==> src/rtl/matmul_pkg.sv <==
// Shared constants and FSM state encoding for the 4x4 Q8.8 matrix-multiply block.
// No logic; imported by the sequencer, its index counter and the bench.
package matmul_pkg;

    localparam int DIM   = 4;
    localparam int N     = 16;
    localparam int Q     = 8;
    localparam int ELEMS = DIM * DIM;

    typedef logic [2:0] state_t;

    localparam state_t S_IDLE   = 3'd0;
    localparam state_t S_LOAD   = 3'd1;
    localparam state_t S_DRAIN  = 3'd2;
    localparam state_t S_SETTLE = 3'd3;
    localparam state_t S_STORE  = 3'd4;
    localparam state_t S_DONE   = 3'd5;

endpackage

==> src/rtl/matmul_idx_cnt.sv <==
// Element index up-counter with clear/enable and a terminal-count flag.
// Latency: count visible the cycle after enable; tc is combinational on the current count.
// Backpressure: none; the owner holds en low to stall.
module matmul_idx_cnt #(
    parameter int ADDR_W = 4,
    parameter int TERM   = 15
) (
    input  logic              clk,
    input  logic              reset,
    input  logic              clr,
    input  logic              en,
    output logic [ADDR_W-1:0] cnt,
    output logic              tc
);

    always_ff @(posedge clk or posedge reset) begin
        if (reset)
            cnt <= '0;
        else if (clr)
            cnt <= '0;
        else if (en)
            cnt <= cnt + ADDR_W'(1);
    end

    assign tc = en && (cnt == ADDR_W'(TERM));

endmodule

==> src/rtl/matmul_sequencer.sv <==
// Start/busy/done job sequencer for the 4x4 matmul datapath: ROM load, settle, RAM store.
// Latency: done pulses 33+RD_LAT+CALC_LAT cycles after start is accepted.
// Backpressure: none; start is ignored while busy, abort cancels the job at the next edge.
module matmul_sequencer
    import matmul_pkg::*;
#(
    parameter int DIM      = matmul_pkg::DIM,
    parameter int ADDR_W   = 4,
    parameter int RD_LAT   = 1,
    parameter int CALC_LAT = 2
) (
    input  logic              clk,
    input  logic              reset,
    input  logic              start,
    input  logic              abort,
    output logic              busy,
    output logic              done,
    output logic [ADDR_W-1:0] rom_raddr,
    output logic              cap_en,
    output logic [ADDR_W-1:0] cap_idx,
    output logic [ADDR_W-1:0] res_idx,
    output logic              ram_wen,
    output logic [ADDR_W-1:0] ram_waddr,
    input  logic              ovf_in,
    output logic              ovf_sticky
);

    localparam int TERM     = DIM * DIM - 1;
    localparam int WAIT_MAX = (RD_LAT > CALC_LAT) ? RD_LAT : CALC_LAT;
    localparam int WAIT_W   = $clog2(WAIT_MAX + 1);

    state_t            state;
    state_t            state_nxt;
    logic              accept;
    logic              idx_en;
    logic              idx_clr;
    logic              idx_tc;
    logic [ADDR_W-1:0] idx;
    logic [WAIT_W-1:0] wait_cnt;
    logic              wait_end;
    logic [RD_LAT-1:0] pipe_vld;
    logic [ADDR_W-1:0] pipe_idx [RD_LAT];

    assign accept   = (state == S_IDLE) && start && !abort;
    assign idx_en   = (state == S_LOAD) || (state == S_STORE);
    // Clear on the terminal index so the counter never wraps inside a phase.
    assign idx_clr  = !idx_en || idx_tc || abort;
    assign wait_end = ((state == S_DRAIN)  && (wait_cnt == WAIT_W'(RD_LAT - 1))) ||
                      ((state == S_SETTLE) && (wait_cnt == WAIT_W'(CALC_LAT - 1)));

    matmul_idx_cnt #(
        .ADDR_W (ADDR_W),
        .TERM   (TERM)
    ) u_idx_cnt (
        .clk   (clk),
        .reset (reset),
        .clr   (idx_clr),
        .en    (idx_en),
        .cnt   (idx),
        .tc    (idx_tc)
    );

    always_comb begin
        state_nxt = state;
        if (abort) begin
            state_nxt = S_IDLE;
        end else begin
            case (state)
                S_IDLE:   if (start)    state_nxt = S_LOAD;
                S_LOAD:   if (idx_tc)   state_nxt = S_DRAIN;
                S_DRAIN:  if (wait_end) state_nxt = S_SETTLE;
                S_SETTLE: if (wait_end) state_nxt = S_STORE;
                S_STORE:  if (idx_tc)   state_nxt = S_DONE;
                S_DONE:                 state_nxt = S_IDLE;
                default:                state_nxt = S_IDLE;
            endcase
        end
    end

    always_ff @(posedge clk or posedge reset) begin
        if (reset)
            state <= S_IDLE;
        else
            state <= state_nxt;
    end

    always_ff @(posedge clk or posedge reset) begin
        if (reset)
            wait_cnt <= '0;
        else if (wait_end || abort || !((state == S_DRAIN) || (state == S_SETTLE)))
            wait_cnt <= '0;
        else
            wait_cnt <= wait_cnt + WAIT_W'(1);
    end

    // Address-to-capture pipe mirrors the ROM read latency; abort flushes it.
    always_ff @(posedge clk or posedge reset) begin
        if (reset) begin
            pipe_vld <= '0;
            for (int i = 0; i < RD_LAT; i++)
                pipe_idx[i] <= '0;
        end else begin
            pipe_vld[0] <= (state == S_LOAD) && !abort;
            pipe_idx[0] <= ((state == S_LOAD) && !abort) ? idx : '0;
            for (int i = 1; i < RD_LAT; i++) begin
                pipe_vld[i] <= pipe_vld[i-1] && !abort;
                pipe_idx[i] <= abort ? '0 : pipe_idx[i-1];
            end
        end
    end

    always_ff @(posedge clk or posedge reset) begin
        if (reset)
            ovf_sticky <= 1'b0;
        else if (accept)
            ovf_sticky <= 1'b0;
        else if ((state == S_STORE) && ovf_in && !abort)
            ovf_sticky <= 1'b1;
    end

    assign busy      = (state != S_IDLE);
    assign done      = (state == S_DONE);
    assign rom_raddr = (state == S_LOAD)  ? idx : '0;
    assign res_idx   = (state == S_STORE) ? idx : '0;
    assign ram_waddr = res_idx;
    assign ram_wen   = (state == S_STORE);
    assign cap_en    = pipe_vld[RD_LAT-1];
    assign cap_idx   = pipe_idx[RD_LAT-1];

endmodule

==> config.mk <==
export PLATFORM = sky130hd
export DESIGN_NAME = matmul_sequencer
export DESIGN_NICKNAME = d
export VERILOG_FILES = /design/src/rtl/matmul_pkg.sv /design/src/rtl/matmul_idx_cnt.sv /design/src/rtl/matmul_sequencer.sv
export SDC_FILE = /design/constraint.sdc
export NUM_CORES = 1
export LEC_CHECK = 0
export ABC_AREA = 1
export CAP_MARGIN = 0
export CELL_PAD_IN_SITES_DETAIL_PLACEMENT = 1
export CELL_PAD_IN_SITES_GLOBAL_PLACEMENT = 1
export CORE_ASPECT_RATIO = 1.25
export CORE_MARGIN = 2
export CORE_UTILIZATION = 35
export DETAILED_ROUTE_END_ITERATION = 16
export PLACE_DENSITY_LB_ADDON = 0.1
export SLEW_MARGIN = 5
export SYNTH_ARGS = -nofsm -noshare
export SYNTH_HDL_FRONTEND = slang
export SYNTH_SLANG_ARGS = --single-unit
==> constraint.sdc <==
create_clock -name clk -period 2.42 [get_ports clk]
set_input_delay 0.726 -clock clk [delete_from_list [all_inputs] [get_ports clk]]
set_output_delay 0.726 -clock clk [all_outputs]
set_load 0.03 [all_outputs]
==> flow_summary.yaml, run 1 <==
pwr:
  ir_worst_vdd_mv: 0.463
  pwr_density_cell_mw_per_mm2: 852
  switching_share: 0.451
  power_frac_seq: 0.377
  power_frac_comb: 0.480
  leakagePower_nw: 0.593
  clockPowerShare: 0.144
  netSwitchingPower_mw: 0.426
  intPower_mw: 0.517
grt:
  grt_pass1_wl_mm: 3.52
  grt_max_degree: 16
  grt_use_total: 0.160
  grt_pass1_vias: 806
  overflow: 0
  antenna_found_initial: 0
cells_and_area:
  design_area_mm2: 0.00111
  multiInputGateArea_um2: 365
  antenna_cells: 0
  instances_no_fill: 167
  drive_above_1_share: 0.179
  fillers: 324
  utilization: 0.461
  finalNetCount: 143
  area_growth_pct: 27.0
  ff_latch_area_um2: 375
clock_tree:
  cts.sinks: 15
  clk_pin_slew_ns: 0.08
  ctsHoldBuffers: 0
  cts_buffers: 3
  root_buffer: "clkbuf_4"
  clock_path_buffers: 2
  cts_resized: 15
  clock_latency_ns: 0.27
  cts_setup_buffers: 0
  cts_tree: "built"
  htree_levels: 1
setup_path:
  cp-startpoint: "state[1]$_DFFE_PP0P_"
  required_ns: 1.69
  cp.arrival_ns: 1.63
  cp-start-kind: "register"
  cp_max_fo: 8
  r2r_start: "state[2]$_DFFE_PP0P_"
  endpoint_kind: "output pin"
  worstSetupPathType: "register to output pin"
drt:
  drt_wl_total_mm: 2.04
  drc_errors: 0
  detail_route.wl_per_cell_um: 12.2
  dr.pass1.iters: 4
  ant_nets: 0
  vias: 749
  viasPerCell: 4.49
  drtIter0Drc: 6
floorplanning:
  dieHeight_um: 59.8
  die_area_mm2: 0.00291
  chipWidth_um: 48.6
  start_util: 0.363
  core_mm2: 0.00240
  rows: 20
  pin_count: 26
synth:
  avgSynthCellArea_um2: 8.00
  yosysUniqueCellTypes: 21
  synth_nets: 117
  async_reset_ff_frac: 1.00
  syn-cell-area_um2: 872
  synth_top_cell_by_area: "dfrtp_1"
  yosysSeqAreaShare: 0.430
  yosys.cell_count.top_type: "nor2_1"
  synth_top_area_frac: 0.430
  synthTopCellsByCount: "nor2_1, inv_1, nand2_1"
  synth_seq_cells: 15
  syn_inst: 109
  yosys_warnings: 0
  synth_flop_cell: "dfrtp_1"
  synthTopCellsByArea: "dfrtp_1, nor2_1, inv_1"
  synth_edf_count: 0
timing:
  fmax_mhz: 425
  slew-limit-headroom: 0.636
  tightestPinTransition_ns: 0.545
  rsz0062_at_grt: "yes"
  fin_skew_ns: 0.00334
  period_share: 0.972
  hold_ws_ns: 0.467
  setup_tns_ns: 0
  period_minus_slack_ns: 2.35
  hold_viol_final: 0
  setup_viol: 0
  drv_slew: 0
placed_design:
  dp_cells: 163
  place_area_mm2: 0.00113
  gp_congestion: 0.760
  numPortBuffers: 25
  dp_hpwl_mm: 1.70
job:
  drv_cap: 0
hold_path:
  hold_start: "wait_cnt[0]$_DFF_PP0_"
  worstHoldPathType: "register to register"
status:
  status: "finished clean"
[stage by stage]
step / worst slack, ns / power (mW)
2_1_floorplan: 0.284 / 0.705
3_3_place_gp: 0.118 / 0.820
3_5_place_dp: 0.0450 / 0.837
4_1_cts: 0.0269 / 0.960
5_1_grt: -0.0424 / 1.02
6_report: 0.0687 / 0.943
[worst max-delay path, stage by stage, from the launching register on]
cell and delay [ns]:
dfrtp_1 0.49, nor2_4 0.16, nand2_2 0.13, nor2_1 0.15
dlygate4sd2_1 0.42
[power groups by stage]
stage	combinational (mW)	sequential [mW]	clock [mW]
finish	0.452	0.355	0.136
floorplan	0.351	0.354	0
CTS	0.462	0.356	0.143
detailed placement	0.476	0.361	0
global placement	0.464	0.356	0
global route	0.506	0.364	0.152
[registers in the layout (all words and copies together), names as in the netlist]
name and cells:
cap_idx 4, wait_cnt 2, u_idx_cnt.cnt 4, cap_en 1
state 3, ovf_sticky 1
[final timing paths]
| kind | endpoint | slack [ns] | cells past startpoint |
|---|---|---|---|
| setup / recovery | res_idx[3] | 0.07 | 4 |
| hold / removal | wait_cnt[0]$_DFF_PP0_ | 0.47 | 1 |
| setup reg to reg | state[0]$_DFFE_PP0P_ | 1.15 | 8 |
| hold reg to reg | wait_cnt[0]$_DFF_PP0_ | 0.47 | 1 |
| max in group asynchronous | state[0]$_DFFE_PP0P_ | 1.27 | 2 |
| min in group asynchronous | state[1]$_DFFE_PP0P_ | 0.79 | 2 |
[per-layer routing]
| metal | vias to the layer above | global-route usage | wire length [µm] |
|---|---|---|---|
| li1 | 372 | - | - |
| met1 | 355 | 0.173 | 840 |
| met2 | 18 | 0.299 | 1070 |
| met3 | 4 | 0.0375 | 91 |
| met4 | 0 | 0.0735 | 36 |
| met5 | - | 0 | 0 |
[logic make-up after synthesis]
logic type	Yosys count	synth area share
simple gates	59	0.339
buf+inv	27	0.151
flops	15	0.430
compound gates	4	0.0273
fa+ha+maj	3	0.0430
xor+xnor	1	0.0100
[placed cells by master, fill, tap and decap left out, types with 2 or more instances in the layout]
cell             instances
buf_4                    2
clkbuf_2                 7
clkbuf_4                 3
clkdlybuf4s50_1         10
dfrtp_1                 15
dlygate4sd2_1            8
ha_1                     3
inv_1                   20
nand2_1                 16
nand2_2                  2
nand2_4                  2
nand3_1                  7
nand4_1                  2
nor2_1                  23
nor2_2                   2
o21ai_0                  3
[area by class of cell]
cell class	instances	area share
clock buffer	4	0.0237
timing repair buffer	27	0.199
multi-input combinational	67	0.330
tap	33	0.0373
inverter	21	0.0712
sequential	15	0.339
Note: power is estimated with default switching activity, not from simulation.
==> inputs of run 2 (changes only) <==
--- a/config.mk
+++ b/config.mk
@@ -6,6 +6,7 @@
 export NUM_CORES = 1
 export LEC_CHECK = 0
 export ABC_AREA = 1
+export ABC_CLOCK_PERIOD_IN_PS = 2420
 export CAP_MARGIN = 0
 export CELL_PAD_IN_SITES_DETAIL_PLACEMENT = 1
 export CELL_PAD_IN_SITES_GLOBAL_PLACEMENT = 1
==> constraint.sdc (replaced) <==
create_clock -name clk -period 2.42 [get_ports clk]
set_input_delay 0.605 -clock clk [delete_from_list [all_inputs] [get_ports clk]]
set_output_delay 0.605 -clock clk [all_outputs]
set_load 0.03 [all_outputs]
==> run 2 against run 1 <==
Flip-flop and latch count unchanged; sequential power increased by 1%; setup slack improved by 0.020 ns; routed wire length down 2.1%; clock power barely moved; first-iteration DRC count rose by 130%; clock-buffer cell count stayed put; final cell count shrank 0.60%; total power up 0.23%; critical path depth fell by 1; largest cell class unchanged.
==> flow_summary.yaml, run 2 (synthesis gave the netlist of run 1 again) <==
setup_path:
  cp-start-kind: "register"
  critPathBufInv: 2
  critPathTopFamily: "buffers and inverters"
  required_ns: 1.81
  cp.arrival_ns: 1.73
  cpPeakStageDelay_ns: 0.70
  cp_slowest_cell: "clkdlybuf4s50_1"
  worstSetupPathType: "register to output pin"
  endpoint_kind: "output pin"
  cp_max_fo: 5
  cp_cell_sequence: "inv_2 > nor3_1 > clkdlybuf4s50_1"
floorplanning:
  pin_count: 26
  dieHeight_um: 59.8
  rows: 20
  start_util: 0.363
  core_mm2: 0.00240
  chipWidth_um: 48.6
  die_area_mm2: 0.00291
timing:
  setup_viol: 0
  fin_skew_ns: 0.00290
  period_share: 0.964
  drv_slew: 0
  fin_ws_ns: 0.0883
  fmax_mhz: 429
  tightestPinTransition_ns: 0.568
  hold_viol_final: 0
  rsz0062_at_grt: "no"
  slew-limit-headroom: 0.621
  setup_tns_ns: 0
  period_minus_slack_ns: 2.33
grt:
  antenna_found_initial: 0
  grt_use_total: 0.156
  grt_max_degree: 16
  grt_pass1_wl_mm: 3.55
  overflow: 0
  grt_pass1_vias: 835
drt:
  drt_wl_total_mm: 1.99
  dr.pass1.iters: 4
  drc_errors: 0
  viasPerCell: 4.56
  drtIter0Drc: 14
  vias: 757
  detail_route.wl_per_cell_um: 12.0
  ant_nets: 0
hold_path:
  worstHoldPathType: "register to register"
clock_tree:
  cts_buffers: 3
  cts_setup_buffers: 0
  root_buffer: "clkbuf_4"
  htree_levels: 1
  clock_path_buffers: 2
  clock_latency_ns: 0.27
  cts.sinks: 15
  clk_pin_slew_ns: 0.09
  cts_tree: "built"
pwr:
  switching_share: 0.449
  pwr_density_cell_mw_per_mm2: 837
  intPower_mw: 0.521
  leakagePower_nw: 0.605
  power_frac_comb: 0.473
  ir_worst_vdd_mv: 0.364
  clockPowerShare: 0.147
  power_frac_seq: 0.380
  netSwitchingPower_mw: 0.424
cells_and_area:
  final_common_cell: "nor2_1"
  antenna_cells: 0
  finalNetCount: 142
  drive_above_1_share: 0.128
  area_growth_pct: 29.6
  layout_common_cells: "nor2_1, inv_1, nand2_1, dfrtp_1, dlygate4sd2_1"
placed_design:
  dp_hpwl_mm: 1.66
  gp_congestion: 0.769
  numPortBuffers: 25
  pre_cts_ws_ns: 0.163
status:
  status: "finished clean"
job:
  drv_cap: 0
## run 2: cell types whose count changed in the layout (fill, tap and decap cells not counted)
cell and change:
clkdlybuf4s50_1 +2, clkbuf_2 -7, buf_4 -1, dlygate4sd2_1 +5, dfrtp_2 +1, dfrtp_1 -1
## run 2: path summary, 6_finish.rpt
kind                       cells past startpoint                   from  slack (ns)                     to
setup / recovery                               3   state[2]$_DFFE_PP0P_        0.09                   done
min in group asynchronous                      2                  reset        0.68   state[1]$_DFFE_PP0P_
max in group asynchronous                      2                  reset        1.33   state[0]$_DFFE_PP0P_
hold / removal                                 1  wait_cnt[0]$_DFF_PP0_        0.46  wait_cnt[0]$_DFF_PP0_
setup reg to reg                               6   state[1]$_DFFE_PP0P_        1.15   state[0]$_DFFE_PP0P_
hold reg to reg                                1  wait_cnt[0]$_DFF_PP0_        0.46  wait_cnt[0]$_DFF_PP0_
## run 2: power by group through the flow
stage	Clock [mW]	Sequential (mW)	Combinational, mW
2_1_floorplan	0	0.354	0.351
3_3_place_gp	0	0.359	0.450
3_5_place_dp	0	0.364	0.462
4_1_cts	0.146	0.361	0.459
5_1_grt	0.159	0.369	0.503
6_report	0.139	0.359	0.447
## run 2: metal layers
metal | global-route usage | share of wire | up-vias
li1 | - | - | 371
met1 | 0.153 | 0.41 | 368
met2 | 0.331 | 0.54 | 16
met3 | 0.0300 | 0.047 | 2
met4 | 0.0367 | 0.0050 | 0
met5 | 0 | 0 | -
## run 2: cell type report
type,instances,area [µm²]
Clock buffer,4,26.3
Timing Repair Buffer,26,241
Inverter,21,78.8
Tap cell,33,41.3
Fill cell,304,1270
Multi-Input combinational cell,67,365
Sequential cell,15,377
## run 2: metrics by stage
step                      cells  hold WS, ns   util  total power [mW]  cell area [µm²]
after global placement      162        0.445  0.466             0.809             1120
final                       166        0.463  0.470             0.945             1130
after global routing        166        0.517  0.470              1.03             1130
after CTS                   166        0.472  0.470             0.965             1130
after floorplan             109        0.432      -             0.705              872
after detailed placement    162        0.460  0.466             0.826             1120
## run 2: repair_timing
action | CTS | global route
endpoints found under the setup margin | 14 | 0
hold buffers | 0 | 0
gates resized for setup | 14 | 0
